<file path="src/rtl/cpu_ctrl_pkg.sv">
// Shared run-control types: the run/halt/step state encoding and the default stall timeout.
// No logic of its own.
// Imported by cpu_run_ctrl and stall_timer.
package cpu_ctrl_pkg;

    typedef enum logic [1:0] {
        HALT = 2'b00,
        RUN  = 2'b01,
        STEP = 2'b10
    } run_state_t;

    localparam int DEFAULT_TIMEOUT = 255;
    // Wide enough for any TIMEOUT up to 65535.
    localparam int STALL_CNT_W     = 16;

endpackage

</file>
<file path="src/rtl/stall_timer.sv">
// Counts consecutive data-memory stall cycles while the core is active; flags the cycle the count hits TIMEOUT.
// expire is combinational on the cycle of the TIMEOUT-th consecutive stall.
// No backpressure; the count clears on any non-stall cycle or while inactive.
module stall_timer
    import cpu_ctrl_pkg::*;
#(
    parameter int TIMEOUT = DEFAULT_TIMEOUT
) (
    input  logic clk,
    input  logic reset,
    input  logic active,
    input  logic stall,
    output logic expire
);

    logic [STALL_CNT_W-1:0] cnt;
    logic                   counting;

    assign counting = active & stall;
    // cnt holds the stalls already seen, so this cycle makes it TIMEOUT.
    assign expire   = counting & (cnt == STALL_CNT_W'(TIMEOUT - 1));

    always_ff @(posedge clk or posedge reset) begin
        if (reset) begin
            cnt <= '0;
        end else if (counting) begin
            cnt <= cnt + STALL_CNT_W'(1);
        end else begin
            cnt <= '0;
        end
    end

endmodule

</file>
<file path="src/rtl/cpu_run_ctrl.sv">
// Run/halt/single-step controller with a PC breakpoint, a memory-stall timeout and a retired-instruction counter.
// enable is combinational from state and inputs; flags, step_done and instr_count update one clock later.
// A memory stall, breakpoint hit or halt_req drops enable for that cycle; nothing is queued.
module cpu_run_ctrl
    import cpu_ctrl_pkg::*;
#(
    parameter int RESET_RUN = 1,
    parameter int TIMEOUT   = DEFAULT_TIMEOUT,
    parameter int CNT_W     = 32
) (
    input  logic             clk,
    input  logic             reset,
    input  logic             run_req,
    input  logic             halt_req,
    input  logic             step_req,
    input  logic [31:0]      pc,
    input  logic             bp_en,
    input  logic [31:0]      bp_addr,
    input  logic             mem_req,
    input  logic             mem_ready,
    input  logic             clr_cnt,
    output logic             enable,
    output logic             halted,
    output logic             step_done,
    output logic             bp_flag,
    output logic             to_err,
    output logic [CNT_W-1:0] instr_count
);

    run_state_t state;
    run_state_t state_nxt;
    logic       bp_skip;
    logic       stall;
    logic       bp_hit;
    logic       active;
    logic       expire;
    logic       resume;
    logic       set_bp;
    logic       set_to;

    assign stall  = mem_req & ~mem_ready;
    assign bp_hit = bp_en & (pc == bp_addr) & ~bp_skip;
    assign active = (state == RUN) | (state == STEP);
    assign enable = active & ~stall & ~bp_hit & ~halt_req & ~reset;
    assign halted = (state == HALT);

    stall_timer #(
        .TIMEOUT (TIMEOUT)
    ) u_stall_timer (
        .clk    (clk),
        .reset  (reset),
        .active (active),
        .stall  (stall),
        .expire (expire)
    );

    always_comb begin
        state_nxt = state;
        resume    = 1'b0;
        set_bp    = 1'b0;
        set_to    = 1'b0;
        case (state)
            HALT: begin
                if (!halt_req) begin
                    if (run_req) begin
                        state_nxt = RUN;
                        resume    = 1'b1;
                    end else if (step_req) begin
                        state_nxt = STEP;
                        resume    = 1'b1;
                    end
                end
            end
            RUN: begin
                if (halt_req) begin
                    state_nxt = HALT;
                end else if (bp_hit) begin
                    state_nxt = HALT;
                    set_bp    = 1'b1;
                end else if (expire) begin
                    state_nxt = HALT;
                    set_to    = 1'b1;
                end
            end
            STEP: begin
                // enable already excludes halt_req, so a halted step never commits.
                if (halt_req || enable) begin
                    state_nxt = HALT;
                end else if (expire) begin
                    state_nxt = HALT;
                    set_to    = 1'b1;
                end
            end
            default: state_nxt = HALT;
        endcase
    end

    always_ff @(posedge clk or posedge reset) begin
        if (reset) begin
            state <= (RESET_RUN != 0) ? RUN : HALT;
        end else begin
            state <= state_nxt;
        end
    end

    always_ff @(posedge clk or posedge reset) begin
        if (reset) begin
            bp_skip     <= 1'b0;
            step_done   <= 1'b0;
            bp_flag     <= 1'b0;
            to_err      <= 1'b0;
            instr_count <= '0;
        end else begin
            step_done <= (state == STEP) & enable;

            // Resuming skips the breakpoint once so the stopped instruction can retire.
            if (resume) begin
                bp_skip <= 1'b1;
            end else if (enable) begin
                bp_skip <= 1'b0;
            end

            if (resume) begin
                bp_flag <= 1'b0;
            end else if (set_bp) begin
                bp_flag <= 1'b1;
            end

            if (resume) begin
                to_err <= 1'b0;
            end else if (set_to) begin
                to_err <= 1'b1;
            end

            if (clr_cnt) begin
                instr_count <= '0;
            end else if (enable) begin
                instr_count <= instr_count + CNT_W'(1);
            end
        end
    end

endmodule

</file>
<file path="config.mk">
export PLATFORM = sky130hd
export DESIGN_NAME = cpu_run_ctrl
export DESIGN_NICKNAME = d
export VERILOG_FILES = /design/src/rtl/cpu_ctrl_pkg.sv /design/src/rtl/stall_timer.sv /design/src/rtl/cpu_run_ctrl.sv
export SDC_FILE = /design/constraint.sdc
export NUM_CORES = 1
export LEC_CHECK = 0
export CAP_MARGIN = 5
export CORE_MARGIN = 1.5
export CORE_UTILIZATION = 35
export CTS_BUF_LIST = sky130_fd_sc_hd__clkbuf_8 sky130_fd_sc_hd__clkbuf_16
export DETAILED_ROUTE_END_ITERATION = 6
export GPL_TIMING_DRIVEN = 0
export PLACE_DENSITY_LB_ADDON = 0.2
export SKIP_LAST_GASP = 1
export SYNTH_ARGS = -nofsm -noshare
export SYNTH_HDL_FRONTEND = slang
export SYNTH_SLANG_ARGS = --single-unit
</file>
<file path="constraint.sdc">
create_clock -name clk -period 4.1 [get_ports clk]
set_input_delay 1.23 -clock clk [delete_from_list [all_inputs] [get_ports clk]]
set_output_delay 1.23 -clock clk [all_outputs]
set_load 0.005 [all_outputs]
</file>
==> flow_metrics.tcl <==
set metrics [dict create \
    whs_ns 0.525 \
    core-area_sq_um 9640 \
    p_leak_nw 2.25 \
    die_area_sq_um 10400 \
    postCtsHoldBufs 0 \
    ant_nets 0 \
    grt_pass1_vias 3292 \
    drcViolationCount 0 \
    min_path_type "flop to flop" \
    synth.cell_area_sq_um 3450 \
    postSynthCellCount 377 \
    overflow 0 \
    cts_root_buf "clkbuf_8" \
    syn_to_final_growth_pct 46.0 \
    grt_util_all_layers_pct 18.9 \
    wirelength_microns 9530 \
    clock-sinks 54 \
    h-tree-depth 2 \
    io_buffers 108 \
    yosys_warnings 0 \
    tightest_slew_ns 0.549 \
    grt_pass1_wl_microns 15800 \
    dp_hpwl_microns 7100 \
    insertion_delay_ns 0.30 \
    rows 36 \
    avgSynthCellArea_sq_um 9.14 \
    gp_congestion 0.823 \
    startpoint_type "primary input" \
    setup-violations-final 0 \
    period_needed_ns 4.03 \
    antenna_found_initial 0 \
    cpLargestDelayFamily "simple AND/OR/NAND/NOR gates" \
    die-width_microns 102 \
    dp.cells 619 \
    initial_core_util_pct 35.7 \
    finalMaxSlewViolations 0 \
    dr_total_vias 3214 \
    layout.nets 584 \
    max_stage_delay_ns 0.41 \
    drt_iter0_drc 102 \
    worst-path-buf-inv 3 \
    maxCapViolCount 0 \
    fillCellCount 931 \
    wl_per_cell_microns 14.9 \
    antennaDiodeCount 0 \
    criticalPathCategory "primary input to output pin" \
    outcome "complete, no violations" \
    cts_tree "built" \
    via_per_inst 5.04 \
    cts.clk_slew.worst_paths_ns 0.10 \
    synth_edf_count 0 \
    cp.required_ns 2.87 \
    worstPathMaxFanout 2 \
    cp_cell_sequence "clkdlybuf4s50_1 > xor2_1 > nor4_2 > nand3_2 > nor3_4 > buf_6 > nor2_1 > buf_2" \
    end_kind "output pin" \
    synth_nets 457 \
    firstDrtPassIters 5 \
    tns_ns 0 \
    power.density_nw_per_um2 258 \
    clk_path_buf_depth 2 \
    ios 110 \
    cts_buffers 5 \
    async_flop_share_pct 100 \
    synth_ff_type "dfrtp_1" \
    layout-drive-gt1-share_pct 12.5 \
    seq_area_frac_synth_pct 39.3 \
    multi_input_area_sq_um 2010 \
    slew_headroom_pct 63.4 \
    instances_no_fill 638 \
    crit_path_top_delay_cell "clkdlybuf4s50_1" \
    fin_worst_skew_ns 0.00566 \
    cp.arrival_ns 2.80 \
    hold_viol_final 0 \
    final-seq-area_sq_um 1350 \
    post-route-util_pct 52.2 \
    min_period_over_period_pct 98.4 \
    synthDistinctLibCells 45 \
    grt_start_max_net_pins 42 \
    fmax_mhz 248 \
    ir_drop_uv 177 \
    ys_ff_latch 54 \
    die_h_microns 102 \
]
-- worst register-to-register path: stages, from the launching register on --
cell	delay (ns)
dfstp_2	0.56
inv_1	0.08
ha_1	0.33
and2_0	0.42
nand3_1	0.27
nor4_1	0.38
mux2_2	0.38
-- layout make-up --
type	instances	share of cell area [%]
buffer	15	1.77
clock buffer	6	1.64
clock inverter	2	1.19
inverter	7	0.522
multi-input combinational	300	40.0
sequential	54	26.9
tap	133	3.31
timing repair buffer	121	24.7
-- where the power goes --
group	internal [W]	switching, W
Sequential	0.000553	0.0000154
Clock	0.000261	0.000177
Combinational	0.000140	0.000154
Total	0.000954	0.000346
-- state kept, by name (all words and copies together) (netlist names) --
signal / cells
bp_skip: 1
state: 2
to_err: 1
step_done: 1
u_stall_timer.cnt: 16
instr_count: 32
bp_flag: 1
-- routing by layer --
metal | vias up | global-route usage, % | routed length (microns)
met4 | 0 | 4.11 | 69
met5 | - | 0 | 0
met2 | 71 | 33.7 | 4930
met1 | 1553 | 23.9 | 4120
met3 | 6 | 3.42 | 411
li1 | 1584 | - | -
-- cells in the final DEF (no fill, tap or decap), types with 7 or more instances in the layout --
master,synthesis,final
o21ai_0,11,11
mux2_2,14,14
ha_1,7,7
o31ai_1,8,8
nor2_1,41,41
nor2b_1,20,20
or4_1,8,8
and3_1,8,8
clkdlybuf4s50_1,0,76
nand3_1,22,21
xor2_1,41,40
dfrtp_1,53,53
nor4_1,11,8
buf_4,6,17
a21oi_1,17,17
dlygate4sd2_1,0,7
nand2_1,27,27
dlymetal6s2s_1,0,24
nor3_1,18,17
or3_1,8,8
-- worst paths after layout --
path                       cells after the start                      startpoint                             end  slack (ns)
min in group asynchronous                      2                           reset            state[1]$_DFFE_PP0P_        1.25
hold / removal                                 1  u_stall_timer.cnt[0]$_DFF_PP0_  u_stall_timer.cnt[0]$_DFF_PP0_        0.52
setup reg to reg                               6            state[0]$_DFFE_PP1P_     instr_count[26]$_DFFE_PP0P_        1.57
max in group asynchronous                      3                           reset     instr_count[27]$_DFFE_PP0P_        2.32
setup / recovery                               8                      bp_addr[1]                          enable        0.07
hold reg to reg                                1  u_stall_timer.cnt[0]$_DFF_PP0_  u_stall_timer.cnt[0]$_DFF_PP0_        0.52
-- stage by stage --
stage          area, sq um  total power [W]  setup slack (ns)
3_3_place_gp          4690         0.000870            -0.862
5_1_grt               5030          0.00136           -0.0161
2_1_floorplan         3450         0.000728             0.508
4_1_cts               4920          0.00132           0.00112
6_report              5030          0.00130            0.0671
3_5_place_dp          4710         0.000879            -0.860
-- synth_stat cells (2+ instances only) --
library cell | count | share of area, %
xnor2_1 | 3 | 0.76
nor2_1 | 41 | 4.5
nor4_1 | 11 | 2.0
or3_1 | 8 | 1.5
and2_1 | 3 | 0.54
mux2_1 | 4 | 1.3
o41ai_1 | 2 | 0.51
nand4_1 | 6 | 1.1
or4_1 | 8 | 1.7
xor2_1 | 41 | 10
nor3_1 | 18 | 2.6
and4_1 | 3 | 0.76
a21oi_1 | 17 | 2.5
buf_4 | 6 | 1.3
dfrtp_1 | 53 | 38
ha_1 | 7 | 2.5
nand2_1 | 27 | 2.9
nand3_1 | 22 | 3.2
and3_1 | 8 | 1.5
o21ai_0 | 11 | 1.6
nor2b_1 | 20 | 3.6
nor3_4 | 2 | 0.94
clkbuf_1 | 8 | 0.87
o31ai_1 | 8 | 1.7
mux2_2 | 14 | 4.6
inv_1 | 7 | 0.76
-- logic make-up (layout without fill, tap and decap cells) --
group / after synthesis / count (layout) / share of synthesized area, %
flops: 54 / 54 / 39.3
compound gates: 43 / 43 / 7.95
fa+ha+maj: 7 / 7 / 2.54
mux: 18 / 18 / 5.88
xor+xnor: 44 / 44 / 11.2
simple gates: 188 / 188 / 29.8
buf+inv: 23 / 151 / 3.41
-- repair_timing --
item                       4_1_cts  5_1_grt
hold endpoints to repair         0        0
resized for setup               14       30
setup buffers                    9        3
pin swaps                        8       16
setup endpoints to repair        1        1
No activity file was read; power rests on OpenSTA's default activity.
